[src/rtl/led_frame_sequencer_if.sv]
// Buffer-read and strip-driver stream bundle for the LED frame sequencer.
// master: sequencer side (drives address and the color stream); slave: buffer plus strip driver.
// Signals: led_addr/green_in/red_in/blue_in/color_valid_in (buffer), color_out/_valid/_ready (driver).
interface led_frame_sequencer_if #(
    parameter int LED_ADDRESS_WIDTH = 10
);
    logic [LED_ADDRESS_WIDTH-1:0] led_addr;
    logic [7:0]                   green_in;
    logic [7:0]                   red_in;
    logic [7:0]                   blue_in;
    logic                         color_valid_in;
    logic [23:0]                  color_out;
    logic                         color_out_valid;
    logic                         color_out_ready;

    modport master (
        output led_addr,
        output color_out,
        output color_out_valid,
        input  green_in,
        input  red_in,
        input  blue_in,
        input  color_valid_in,
        input  color_out_ready
    );

    modport slave (
        input  led_addr,
        input  color_out,
        input  color_out_valid,
        output green_in,
        output red_in,
        output blue_in,
        output color_valid_in,
        output color_out_ready
    );
endinterface

[src/rtl/led_frame_sequencer.sv]
// Reads the LED color buffer once per frame and streams GRB words to the strip driver.
// Latency per LED with immediate valid/ready: SETTLE_CYCLES + 2 cycles; then a LATCH_CYCLES gap per frame.
// Backpressure: color_out/color_out_valid hold in PRESENT until color_out_ready; the frame stalls meanwhile.
// Ports: clk_led, rst (sync, active-high), enable, bus (led_frame_sequencer_if.master),
//        frame_done (1-cycle pulse), timeout_error (sticky), busy (not idle).
module led_frame_sequencer #(
    parameter int NUM_LEDS          = 50,
    parameter int LED_ADDRESS_WIDTH = 10,
    parameter int SETTLE_CYCLES     = 3,
    parameter int VALID_TIMEOUT     = 16,
    parameter int LATCH_CYCLES      = 8000
) (
    input  logic                         clk_led,
    input  logic                         rst,
    input  logic                         enable,
    led_frame_sequencer_if.master        bus,
    output logic                         frame_done,
    output logic                         timeout_error,
    output logic                         busy
);

    // Frame state machine encoding
    localparam logic [2:0] IDLE       = 3'd0;
    localparam logic [2:0] REQUEST    = 3'd1;
    localparam logic [2:0] WAIT_VALID = 3'd2;
    localparam logic [2:0] PRESENT    = 3'd3;
    localparam logic [2:0] LATCH      = 3'd4;

    // Each counter is sized to hold its own terminal count without overflow
    localparam int SETTLE_W = $clog2(SETTLE_CYCLES + 1);
    localparam int WAIT_W   = $clog2(VALID_TIMEOUT + 1);
    localparam int LATCH_W  = $clog2(LATCH_CYCLES + 1);

    localparam logic [SETTLE_W-1:0]          SETTLE_LAST = SETTLE_W'(SETTLE_CYCLES - 1);
    localparam logic [WAIT_W-1:0]            WAIT_LAST   = WAIT_W'(VALID_TIMEOUT - 1);
    localparam logic [LATCH_W-1:0]           LATCH_LAST  = LATCH_W'(LATCH_CYCLES - 1);
    localparam logic [LED_ADDRESS_WIDTH-1:0] ADDR_LAST   = LED_ADDRESS_WIDTH'(NUM_LEDS - 1);

    logic [2:0]                   state;
    logic [LED_ADDRESS_WIDTH-1:0] addr;
    logic [23:0]                  color;
    logic                         color_vld;
    logic [SETTLE_W-1:0]          settle_cnt;
    logic [WAIT_W-1:0]            wait_cnt;
    logic [LATCH_W-1:0]           latch_cnt;
    logic                         xfer;

    assign xfer = color_vld & bus.color_out_ready;

    always_ff @(posedge clk_led) begin
        if (rst) begin
            state         <= IDLE;
            addr          <= '0;
            color         <= '0;
            color_vld     <= 1'b0;
            timeout_error <= 1'b0;
            settle_cnt    <= '0;
            wait_cnt      <= '0;
            latch_cnt     <= '0;
        end else begin
            case (state)
                IDLE: begin
                    addr <= '0;
                    if (enable) begin
                        state      <= REQUEST;
                        settle_cnt <= '0;
                    end
                end

                // Address is held so the buffer output can settle; any
                // color_valid_in seen here may belong to the previous address.
                REQUEST: begin
                    if (settle_cnt == SETTLE_LAST) begin
                        state    <= WAIT_VALID;
                        wait_cnt <= '0;
                    end else begin
                        settle_cnt <= settle_cnt + 1'b1;
                    end
                end

                // A valid on the final wait cycle is tested first, so it
                // beats the timeout.
                WAIT_VALID: begin
                    if (bus.color_valid_in) begin
                        color     <= {bus.green_in, bus.red_in, bus.blue_in};
                        color_vld <= 1'b1;
                        state     <= PRESENT;
                    end else if (wait_cnt == WAIT_LAST) begin
                        color         <= 24'h000000;
                        color_vld     <= 1'b1;
                        timeout_error <= 1'b1;
                        state         <= PRESENT;
                    end else begin
                        wait_cnt <= wait_cnt + 1'b1;
                    end
                end

                // color keeps its value after the transfer; only the valid drops.
                PRESENT: begin
                    if (xfer) begin
                        color_vld <= 1'b0;
                        if (addr == ADDR_LAST) begin
                            state     <= LATCH;
                            latch_cnt <= '0;
                        end else begin
                            addr       <= addr + 1'b1;
                            state      <= REQUEST;
                            settle_cnt <= '0;
                        end
                    end
                end

                // enable is only looked at when the gap ends, so a mid-frame
                // drop still lets the frame and its latch complete.
                LATCH: begin
                    if (latch_cnt == LATCH_LAST) begin
                        addr       <= '0;
                        settle_cnt <= '0;
                        state      <= enable ? REQUEST : IDLE;
                    end else begin
                        latch_cnt <= latch_cnt + 1'b1;
                    end
                end

                default: begin
                    state     <= IDLE;
                    addr      <= '0;
                    color_vld <= 1'b0;
                end
            endcase
        end
    end

    assign bus.led_addr        = addr;
    assign bus.color_out       = color;
    assign bus.color_out_valid = color_vld;

    // Pulse on the last latch cycle; decoded so it is exactly one cycle wide.
    assign frame_done = (state == LATCH) && (latch_cnt == LATCH_LAST);
    assign busy       = (state != IDLE);

endmodule

[src/flat_wrapper.sv]
// flat-port wrapper written by rule: the top's interface ports become plain ports
module led_frame_sequencer_flat 
#(
    parameter int NUM_LEDS          = 50,
    parameter int LED_ADDRESS_WIDTH = 10,
    parameter int SETTLE_CYCLES     = 3,
    parameter int VALID_TIMEOUT     = 16,
    parameter int LATCH_CYCLES      = 8000
)
  (clk_led, rst, enable, frame_done, timeout_error, busy, bus_led_addr, bus_color_out, bus_color_out_valid, bus_green_in, bus_red_in, bus_blue_in, bus_color_valid_in, bus_color_out_ready);
  led_frame_sequencer_if #(.LED_ADDRESS_WIDTH(LED_ADDRESS_WIDTH)) bus_i ();
  input  logic clk_led;
  input  logic rst;
  input  logic enable;
  output logic frame_done;
  output logic timeout_error;
  output logic busy;
  output wire logic [$bits(bus_i.led_addr)-1:0] bus_led_addr;
  output wire logic [$bits(bus_i.color_out)-1:0] bus_color_out;
  output wire logic [$bits(bus_i.color_out_valid)-1:0] bus_color_out_valid;
  input wire logic [$bits(bus_i.green_in)-1:0] bus_green_in;
  input wire logic [$bits(bus_i.red_in)-1:0] bus_red_in;
  input wire logic [$bits(bus_i.blue_in)-1:0] bus_blue_in;
  input wire logic [$bits(bus_i.color_valid_in)-1:0] bus_color_valid_in;
  input wire logic [$bits(bus_i.color_out_ready)-1:0] bus_color_out_ready;
  assign bus_led_addr = bus_i.led_addr;
  assign bus_color_out = bus_i.color_out;
  assign bus_color_out_valid = bus_i.color_out_valid;
  assign bus_i.green_in = bus_green_in;
  assign bus_i.red_in = bus_red_in;
  assign bus_i.blue_in = bus_blue_in;
  assign bus_i.color_valid_in = bus_color_valid_in;
  assign bus_i.color_out_ready = bus_color_out_ready;
  led_frame_sequencer #(.NUM_LEDS(NUM_LEDS), .LED_ADDRESS_WIDTH(LED_ADDRESS_WIDTH), .SETTLE_CYCLES(SETTLE_CYCLES), .VALID_TIMEOUT(VALID_TIMEOUT), .LATCH_CYCLES(LATCH_CYCLES)) u_core (.clk_led(clk_led), .rst(rst), .enable(enable), .bus(bus_i), .frame_done(frame_done), .timeout_error(timeout_error), .busy(busy));
endmodule
[config.mk]
export PLATFORM = sky130hd
export DESIGN_NAME = led_frame_sequencer_flat
export DESIGN_NICKNAME = d
export VERILOG_FILES = /design/src/rtl/led_frame_sequencer_if.sv /design/src/rtl/led_frame_sequencer.sv /design/src/flat_wrapper.sv
export SDC_FILE = /design/constraint.sdc
export NUM_CORES = 1
export LEC_CHECK = 0
export CAP_MARGIN = 20
export CORE_MARGIN = 5
export CORE_UTILIZATION = 44
export DETAILED_ROUTE_END_ITERATION = 10
export PLACE_DENSITY = 0.79
export SLEW_MARGIN = 5
export SYNTH_ARGS = -nofsm -noshare
export SYNTH_HDL_FRONTEND = slang
export SYNTH_SLANG_ARGS = --single-unit
[constraint.sdc]
create_clock -name clk_led -period 2.3 [get_ports clk_led]
set_input_delay 0.46 -clock clk_led [delete_from_list [all_inputs] [get_ports clk_led]]
set_output_delay 0.46 -clock clk_led [all_outputs]
set_load 0.02 [all_outputs]
==> summary.md <==
| Metric | Value |
|---|---|
| Crit-path slowest cell | or4b_1 |
| Initial DRC Count | roughly 220 |
| Endpoints failing setup | 0 |
| Layout cells sized above 1 | 0.130 |
| Worst-Margin Slew | ~0.84 ns |
| Peak VDD IR | 394 uV |
| Yosys warns | 0 |
| Crit path kind | reg2reg |
| Post-synth EDFFs | 0 |
| Initial Util | 0.457 |
| Period utilization | 0.970 |
| Design Power | 2250 uW |
| DRC | 0 |
| Post-synth ARST share | 0 |
| Layout Cells excl Fill | 490 |
| Synth Flop Type | dfxtp_1 |
| Remaining global-route overflow | 0 |
| Worst path cell trace | ha_1 > and3_1 > ha_2 > or4b_1 > a21oi_2 > nand4_1 > xor2_1 > a211oi_1 |
| Slew headroom | 0.442 |
| DIE WIDTH | 88.9 um |
| Gr usage total | 0.194 |
| Worst skew pair latency | roughly 0.34 ns |
| Outcome | finished clean |
| CTS Sinks | between 50 and 60 |
| Most frequent cell after synthesis | dfxtp_1 |
| Final worst setup slack | 0.0695 ns |
| Fillcell total | 503 |
| Family with the most delay on the worst path | simple AND/OR/NAND/NOR gates |
| Clock buffer depth | 2 |
| DR pass1 iterations | 5 |
| Pwr/cell area | 587 nW/um2 |
| Gpl congestion | 0.840 |
| Die height | 88.9 um |
| Core area | 5990 um2 |
| Seq/Total Area, Yosys | 0.431 |
| # nets final | 445 |
| Syn_nets | 360 |
| CTS Buf Count | 9 |
| Vias in the first global route | around 2600 |
| H-tree depth | 3 |
| First-pass GRT wire length | 12.0 mm |
| Syn avg cell area | approximately 8.4 um2 |
| Row count | 28 |
| Clock transition at path regs | approximately 0.07 ns |
| Drt total wl | 7.38 mm |
| CP max FO | 4 |
| Hpwl dp | 5.20 mm |
| Port Buffers | 66 |
| Via density | ~5.7 |
| Layout area overhead | 40.2% |
| Post-synth top area share | 0.431 |
| Syn Std Cell Area | roughly 2700 um2 |
| Startpoint Class | register |
| Pleak | 0.00143 uW |
| Class of the tightest hold or removal check | in2reg |
| Area leader, netlist | dfxtp_1 |
| Initial antenna violation count | 0 |
| Crit. End Element | register |
| CP Data Arrival Time | 2.48 ns |
| Largest net degree at the start of global routing | 30 |
| Buffers plus inverters on the worst setup path | 0 |
| Total of max-cap violations | 0 |
| Die ar. | 7900 um2 |
| Root buffer cell | clkbuf_8 |
| Final min period | around 2.2 ns |
| Wirelength per Cell | around 15 um |
| TritonCTS clock tree | done |
| Highest clock rate | between 400 and 500 MHz |
| Critical path's largest stage delay | 0.49 ns |
| Hold_buf cts | 0 |
| IO Pins | 67 |
| Synth area leaders | dfxtp_1 43%, a22oi_1 6.6%, nor2_1 6.2% |
| Gate Count Post-Synth | roughly 330 |
| Worst EP required | roughly 2.6 ns |
| Synth Register Bits | 59 |
| Hold Fails Final Rpt | 0 |
| Dpl ws | between 0.05 and 0.06 ns |
| Synth top cells by count | 59 x dfxtp_1, 45 x nor2_1, 24 x a22oi_1 |
| Final ANT Viol Nets | 0 |
| Via count | ~2800 |
| Antenna Cells | 0 |
| Final core utilization | 0.641 |
| Max-slew violations | 0 |
| Synth unique cells | 46 |
| Final worst clock skew | around 0.0073 ns |
| Placed Cells | 474 |
stage by stage:
| stage | instance area (um2) | setup TNS [ns] | hold slack [ns] |
|---|---|---|---|
| 2_1_floorplan | 2740 | 0 | 0.441 |
| 3_3_place_gp | 3610 | 0 | 0.465 |
| 3_5_place_dp | 3610 | 0 | 0.470 |
| 4_1_cts | 3830 | 0 | 0.333 |
| 5_1_grt | 3840 | -0.0263 | 0.345 |
| 6_report | 3840 | 0 | 0.348 |
metal layers:
| layer | share of wire | GRT usage | up-vias |
|---|---|---|---|
| li1 | - | - | 1367 |
| met1 | 0.44 | 0.230 | 1293 |
| met2 | 0.44 | 0.312 | 109 |
| met3 | 0.11 | 0.0848 | 9 |
| met4 | 0.011 | 0.0714 | 0 |
| met5 | 0 | 0 | - |
path summary, 6_finish.rpt:
check                                                  startpoint                                   to  slack [ns]  depth (start not counted)
worst max register to register    u_core.wait_cnt[0]$_SDFFE_PP0P_      u_core.wait_cnt[3]$_SDFFE_PP0P_        0.07                          8
worst min register to register  u_core.settle_cnt[1]$_SDFFE_PP0P_    u_core.settle_cnt[1]$_SDFFE_PP0P_        0.48                          2
worst max-delay path              u_core.wait_cnt[0]$_SDFFE_PP0P_      u_core.wait_cnt[3]$_SDFFE_PP0P_        0.07                          8
worst min-delay path                                          rst  u_core.bus.led_addr[8]$_SDFFE_PP0P_        0.35                          2
worst register-to-register path, cell delays in order, from the launching register on:
cell,delay [ns]
dfxtp_1,0.34
ha_1,0.22
and3_1,0.19
ha_2,0.19
or4b_1,0.49
a21oi_2,0.21
nand4_1,0.15
xor2_1,0.18
a211oi_1,0.19
final cells by class:
type	count	area [um2]	area share
Tap cell	75	93.8	0.0244
Multi-Input combinational cell	238	1460	0.379
Clock inverter	6	88.8	0.0231
Inverter	11	41.3	0.0108
Timing Repair Buffer	91	838	0.218
Clock buffer	10	138	0.0359
Sequential cell	59	1180	0.308
power by group:
group | switching, uW | total (uW) | internal (uW) | leakage [uW]
logic | 74.2 | 156 | 81.5 | 0.000847
clock network | 427 | 1070 | 639 | 0.000108
registers | 3.21 | 1030 | 1030 | 0.000476
what timing repair did:
item                       4_1_cts  5_1_grt
resized for setup                1        5
setup buffers                    0        0
pin swaps                        0        2
setup endpoints to repair        1        5
flip-flops by register name, indices dropped and copies added (netlist names):
| register | count |
|---|---|
| u_core.bus.color_out | 24 |
| u_core.bus.color_out_valid | 1 |
| u_core.bus.led_addr | 10 |
| u_core.latch_cnt | 13 |
| u_core.settle_cnt | 2 |
| u_core.state | 3 |
| u_core.timeout_error | 1 |
| u_core.wait_cnt | 5 |
placed cells by master, fill, tap and decap left out, types with 2 or more instances in the layout:
master            n
a211oi_1          7
a21oi_1          22
a21oi_2           2
a22oi_1          24
a311oi_1         10
a31oi_1           6
a41oi_1           2
and2_1            3
and3_1            5
and4_1            2
buf_4            25
bufinv_16         2
clkbuf_8         10
clkdlybuf4s50_1  64
clkinvlp_4        2
dfxtp_1          58
ha_1              5
inv_1            11
nand2_1          21
nand2b_1          4
nand3_1          10
nand3b_1          5
nand4_1           3
nor2_1           45
nor2b_1           4
nor3_1            6
o21ai_0          22
or2_2             3
or3_1             4
or4b_1            2
xor2_1            2
logic make-up after synthesis:
kind of cell             synth area share
AO/OA/AOI/OAI                       0.254
adder cells (fa/ha/maj)            0.0274
buffers and inverters              0.0393
XOR/XNOR                          0.00640
flip-flops                          0.431
AND/OR/NAND/NOR                     0.241
Power figures use the tool's default switching activity.
